$ cat src/rtl/dispatch_router_if.sv
// Dispatch router types and the rename/CDB/RS-facing bundle.
// Package comes first so the interface and the router can share uop_t.
package dispatch_router_pkg;
  localparam int ID_WIDTH  = 2;
  localparam int N_RS      = 3;
  localparam int CDB_WIDTH = 2;
  localparam int PRF_IDX   = 6;

  // rs_type is wide enough to encode illegal targets (>= N_RS)
  typedef struct packed {
    logic [1:0]         rs_type;
    logic [PRF_IDX-1:0] rs1_phy;
    logic               rs1_valid;
    logic [PRF_IDX-1:0] rs2_phy;
    logic               rs2_valid;
  } uop_t;
endpackage

interface dispatch_router_if;
  import dispatch_router_pkg::*;

  logic                                flush;
  logic [ID_WIDTH-1:0]                 ren_valid;
  uop_t [ID_WIDTH-1:0]                 ren_uop;
  logic                                ren_ready;
  logic [CDB_WIDTH-1:0]                cdb_valid;
  logic [CDB_WIDTH-1:0][PRF_IDX-1:0]   cdb_rd_phy;
  logic [N_RS-1:0][ID_WIDTH-1:0]       rs_valid;
  uop_t [ID_WIDTH-1:0]                 rs_uop;
  logic [N_RS-1:0]                     rs_ready;

  modport master (
    output flush, ren_valid, ren_uop, cdb_valid, cdb_rd_phy, rs_ready,
    input  ren_ready, rs_valid, rs_uop
  );

  modport slave (
    input  flush, ren_valid, ren_uop, cdb_valid, cdb_rd_phy, rs_ready,
    output ren_ready, rs_valid, rs_uop
  );
endinterface

$ cat src/rtl/dispatch_router.sv
// Dispatch stage: latches one rename group and pushes each lane to its RS, snooping the CDB while held.
// Optional DISPATCH_PERF_CNT_EN adds a saturating stall_cnt output.
module dispatch_router
  import dispatch_router_pkg::*;
(
  input  logic              clk,
  input  logic              rst,
  dispatch_router_if.slave  bus
`ifdef DISPATCH_PERF_CNT_EN
  ,
  output logic [31:0]       stall_cnt
`endif
);

  uop_t [ID_WIDTH-1:0] g_reg;
  uop_t [ID_WIDTH-1:0] woken;
  logic [ID_WIDTH-1:0] pend_reg;
  logic [ID_WIDTH-1:0] fire;
  logic [ID_WIDTH-1:0] drop;
  logic [ID_WIDTH-1:0] done;
  logic                accept;

  // Merge CDB hits and the hardwired-valid p0 into a uop's source valid bits.
  function automatic uop_t wake(input uop_t u,
                                input logic [CDB_WIDTH-1:0] cv,
                                input logic [CDB_WIDTH-1:0][PRF_IDX-1:0] cp);
    uop_t w;
    w = u;
    for (int k = 0; k < CDB_WIDTH; k++) begin
      if (cv[k] && cp[k] == u.rs1_phy) w.rs1_valid = 1'b1;
      if (cv[k] && cp[k] == u.rs2_phy) w.rs2_valid = 1'b1;
    end
    if (u.rs1_phy == '0) w.rs1_valid = 1'b1;
    if (u.rs2_phy == '0) w.rs2_valid = 1'b1;
    return w;
  endfunction

  genvar gi, gt;
  generate
    for (gi = 0; gi < ID_WIDTH; gi++) begin : g_lane
      logic [N_RS-1:0] sel;

      for (gt = 0; gt < N_RS; gt++) begin : g_rs
        assign sel[gt]             = g_reg[gi].rs_type == 2'(gt);
        assign bus.rs_valid[gt][gi] = pend_reg[gi] && sel[gt];
      end

      // An illegal rs_type matches no RS, so the lane is dropped instead of pushed.
      assign fire[gi]  = pend_reg[gi] && |(sel & bus.rs_ready);
      assign drop[gi]  = pend_reg[gi] && !(|sel);
      assign woken[gi] = wake(g_reg[gi], bus.cdb_valid, bus.cdb_rd_phy);
      assign bus.rs_uop[gi] = woken[gi];

      // Held lanes keep absorbing wakeups so no broadcast is missed before the push.
      always_ff @(posedge clk) begin
        if (accept) begin
          g_reg[gi] <= wake(bus.ren_uop[gi], bus.cdb_valid, bus.cdb_rd_phy);
        end else begin
          g_reg[gi] <= woken[gi];
        end
      end
    end
  endgenerate

  assign done          = fire | drop;
  assign bus.ren_ready = !bus.flush && ((pend_reg & ~done) == '0);
  assign accept        = bus.ren_ready && (|bus.ren_valid);

  always_ff @(posedge clk) begin
    if (rst || bus.flush) begin
      pend_reg <= '0;
    end else if (accept) begin
      pend_reg <= bus.ren_valid;
    end else begin
      pend_reg <= pend_reg & ~done;
    end
  end

  a_rs_type_legal: assert property (@(posedge clk) disable iff (rst) drop == '0);

`ifdef DISPATCH_PERF_CNT_EN
  logic [31:0] stall_cnt_reg;

  always_ff @(posedge clk) begin
    if (rst) begin
      stall_cnt_reg <= '0;
    end else if (((pend_reg & ~fire) != '0) && !bus.flush && (stall_cnt_reg != 32'hFFFF_FFFF)) begin
      stall_cnt_reg <= stall_cnt_reg + 32'd1;
    end
  end

  assign stall_cnt = stall_cnt_reg;
`endif

endmodule

$ cat src/flat_wrapper.sv
// flat-port wrapper written by rule: the top's interface ports become plain ports
module dispatch_router_flat import dispatch_router_pkg::*;
  (clk, rst, bus_flush, bus_ren_valid, bus_ren_uop, bus_cdb_valid, bus_cdb_rd_phy, bus_rs_ready, bus_ren_ready, bus_rs_valid, bus_rs_uop);
  dispatch_router_if bus_i ();
  input  logic clk;
  input  logic rst;
  input wire logic [$bits(bus_i.flush)-1:0] bus_flush;
  input wire logic [$bits(bus_i.ren_valid)-1:0] bus_ren_valid;
  input wire logic [$bits(bus_i.ren_uop)-1:0] bus_ren_uop;
  input wire logic [$bits(bus_i.cdb_valid)-1:0] bus_cdb_valid;
  input wire logic [$bits(bus_i.cdb_rd_phy)-1:0] bus_cdb_rd_phy;
  input wire logic [$bits(bus_i.rs_ready)-1:0] bus_rs_ready;
  output wire logic [$bits(bus_i.ren_ready)-1:0] bus_ren_ready;
  output wire logic [$bits(bus_i.rs_valid)-1:0] bus_rs_valid;
  output wire logic [$bits(bus_i.rs_uop)-1:0] bus_rs_uop;
  assign bus_i.flush = bus_flush;
  assign bus_i.ren_valid = bus_ren_valid;
  assign bus_i.ren_uop = bus_ren_uop;
  assign bus_i.cdb_valid = bus_cdb_valid;
  assign bus_i.cdb_rd_phy = bus_cdb_rd_phy;
  assign bus_i.rs_ready = bus_rs_ready;
  assign bus_ren_ready = bus_i.ren_ready;
  assign bus_rs_valid = bus_i.rs_valid;
  assign bus_rs_uop = bus_i.rs_uop;
  dispatch_router u_core (.clk(clk), .rst(rst), .bus(bus_i));
endmodule
$ cat config.mk
export PLATFORM = sky130hd
export DESIGN_NAME = dispatch_router_flat
export DESIGN_NICKNAME = d
export VERILOG_FILES = /design/src/rtl/dispatch_router_if.sv /design/src/rtl/dispatch_router.sv /design/src/flat_wrapper.sv
export SDC_FILE = /design/constraint.sdc
export NUM_CORES = 1
export LEC_CHECK = 0
export ABC_AREA = 1
export ABC_CLOCK_PERIOD_IN_PS = 5500
export CAP_MARGIN = 20
export CORE_MARGIN = 2
export CORE_UTILIZATION = 30
export DETAILED_ROUTE_END_ITERATION = 12
export PLACE_DENSITY = 0.53
export SYNTH_ARGS = -nofsm -noshare
export SYNTH_HDL_FRONTEND = slang
export SYNTH_SLANG_ARGS = --single-unit
$ cat constraint.sdc
create_clock -name clk -period 5.5 [get_ports clk]
set_input_delay 0.55 -clock clk [delete_from_list [all_inputs] [get_ports clk]]
set_output_delay 0.55 -clock clk [all_outputs]
set_load 0.05 [all_outputs]
==> results.tsv <==
metric	value	unit
slowest stage cell, crit path	clkdlybuf4s50_1	
die height	108.7	um
count leader, synth	nand2_1	
fillcell total	1184	
post-synth cell types	28	
GRT Total Usage	18.93	%
Setup WS pre-CTS	1.886	ns
synth top area cells	edfxtp_1, nand2_1, inv_1	
GRT Residual Overflow	0	
Worst setup startpoint	bus_cdb_rd_phy[6]	
Core Area	0.01075	sq mm
sequential element share of the synthesized area	29.22	%
min-delay worst type	reg2reg	
largest net degree at the start of global routing	33	
worst-path cell chain	clkdlybuf4s50_1, inv_1, nand2_1, nand2_1, inv_1, nand2_1, nor2_1, nand2_1, nand3_2, clkdlybuf4s50_1	
first-pass GRT wire length	17150	um
clock-pin slew on the worst setup and hold paths	0.08	ns
Worst Path Required	4.95	ns
die area	0.01181	sq mm
I/O pins	93	
reg-to-reg startpoint	u_core.bus.rs_uop[15]	
critical path class	in2out	
Fin Setup TNS	0	ns
die width	108.7	um
Post-DRT Antenna Nets	0	
unrepaired setup endpoints after global routing	false	
outcome	completed	
Starting DRT DRC Count	254	
Post-synth ARST share	0	%
cts bufs inserted	5	
max reg flops	28	
Row Count	38	
Avg Cell Area, Syn	6.287	sq um
Vias	3478	
WP buf/inv	4	
Final GP Congestion	0.9349	
Syn. warnings	0	
CP Capture Type	output port	
vias per cell	4.804	
Lkg Pwr	2.009	nW
vias in the first global route	3423	
max_cap viols	0	
clock net sink count	34	
Power Density	203.0	mW/mm^2
share of cells above drive strength 1	4.281	%
Max VDD drop	0.1209	mV
critical path depth	10	
WL per Instance	15.23	um
Worst EP arrival	3.06	ns
Clock Path Buffers	2	
Synth top area share	25.57	%
CTS tree	built	
CP top delay family	buffers and inverters	
H-tree Lvls	2	
worst-margin pin slew	0.5724	ns
initial antenna violation count	0	
FF+latch count, synth	34	
dpl cell area	0.004064	sq mm
combinational share of power	37.0	%
Internal	530.4	uW
R2R cell count	6	
Crit Path Max Fanout	9	
drt pass-1 iters	5	
Starting Density	30.60	%
max incr delay on CP	0.82	ns
Tcrit/Tclk final	65.72	%
Synth Cell Area	0.003288	sq mm
CTS hold repair buffers	0	
switching component of the power	315.0	uW
post-route minimum period	3.614	ns
Sequential Power Share	37.7	%
final setup violation count	0	
final wirelength	11030	um
design area	0.004164	sq mm
hold depth	2	
# DRC	0	
largest area contributor in the netlist	edfxtp_1	
PortBufs	92	
gate count after technology mapping	523	
Final WS setup	1.886	ns
most frequent cell on the critical path	nand2_1	
final-report hold violation count	0	
cts repair resizes	0	
fmax	0.2767	GHz
clock latency on the worst-skew pair	0.29	ns
FF-to-FF setup slack	3.76	ns
Primary FF master, synth	edfxtp_1	
synth cell count leaders	nand2_1, inv_1, nor2_1	
post-CTS setup buffer count	0	
post-synth net total	577	
hold slack	0.5617	ns
Root Buffer	clkbuf_8	
DP Wirelength	8308	um
Pins Over Slew Limit	0	
Post-synth EDFFs	28	
Area Overhead vs Synth	26.64	%
ANT cells	0	
skew final	0.009964	ns
min-delay src	u_core.pend_reg[1]	
Sw Ratio	37.26	%
clock power share	25.3	%
Setup crit start kind	input pin	
# nets final	637	
slew margin rel.	61.72	%
[layer usage]
metal	global-route usage [%]	up-vias	share of wire, %
met5	0	-	0
met4	5.128	0	1.6
met3	3.108	20	7.4
met2	33.62	168	48
met1	23.69	1596	43
li1	-	1694	-
[path summary, 6_finish.rpt]
check                           to
min             u_core.pend_reg[1]
max reg2reg  u_core.bus.rs_uop[20]
max                 bus_rs_uop[23]
min reg2reg     u_core.pend_reg[1]
[power groups by stage]
stage                     Clock (mW)  Combinational [mW]  Sequential, mW
after floorplan                    0               0.215           0.318
after global placement             0               0.311           0.325
after detailed placement           0               0.312           0.324
after CTS                      0.220               0.313           0.319
after global routing           0.228               0.339           0.321
final                          0.214               0.313           0.319
[final cells by class]
cell class | instances | area [sq um] | area share (%)
inverter | 86 | 322.8 | 7.752
clock inverter | 1 | 3.754 | 0.09014
tap | 140 | 175.2 | 4.207
clock buffer | 7 | 96.34 | 2.314
timing repair buffer | 93 | 928.4 | 22.30
multi-input combinational | 363 | 1677 | 40.26
sequential | 34 | 960.9 | 23.08
[worst register-to-register path, cell delays in order, from the launching register on]
cell	delay, ns
edfxtp_1	0.44
inv_1	0.13
nand3_1	0.10
nand3_2	0.12
nand3_1	0.11
nor2_2	0.10
buf_4	0.40
[cells by family (layout without fill, tap and decap cells)]
kind of cell           count (synthesis)  after routing  share of synthesized area [%]
buffers and inverters                126            187                          19.79
XOR/XNOR                              23             23                          6.126
AO/OA/AOI/OAI                         36             36                          6.316
AND/OR/NAND/NOR                      304            304                          38.55
flip-flops                            34             34                          29.22
[placed cells by master (no fill, tap or decap), types with 2 or more instances in the layout]
cell type	n
inv_1	84
o211ai_1	2
nor3_2	2
a21oi_1	12
nor2_1	49
nand3_1	32
edfxtp_1	28
nor3_1	4
nand2_1	199
o22ai_1	5
xnor2_1	13
xor2_1	10
nand4_1	3
clkdlybuf4s50_1	92
nor2_2	3
nand3_2	6
o21bai_1	6
dfxtp_1	6
nand2_2	3
clkbuf_8	7
inv_2	2
o21ai_0	9
[through the flow]
stage          util (%)  instances  power, mW
3_5_place_dp      37.82        716     0.6363
5_1_grt           38.75        724     0.8882
2_1_floorplan         -        523     0.5324
6_report          38.75        724     0.8454
3_3_place_gp      37.82        716     0.6352
4_1_cts           38.75        724     0.8515
No activity file was read; power rests on OpenSTA's default activity.
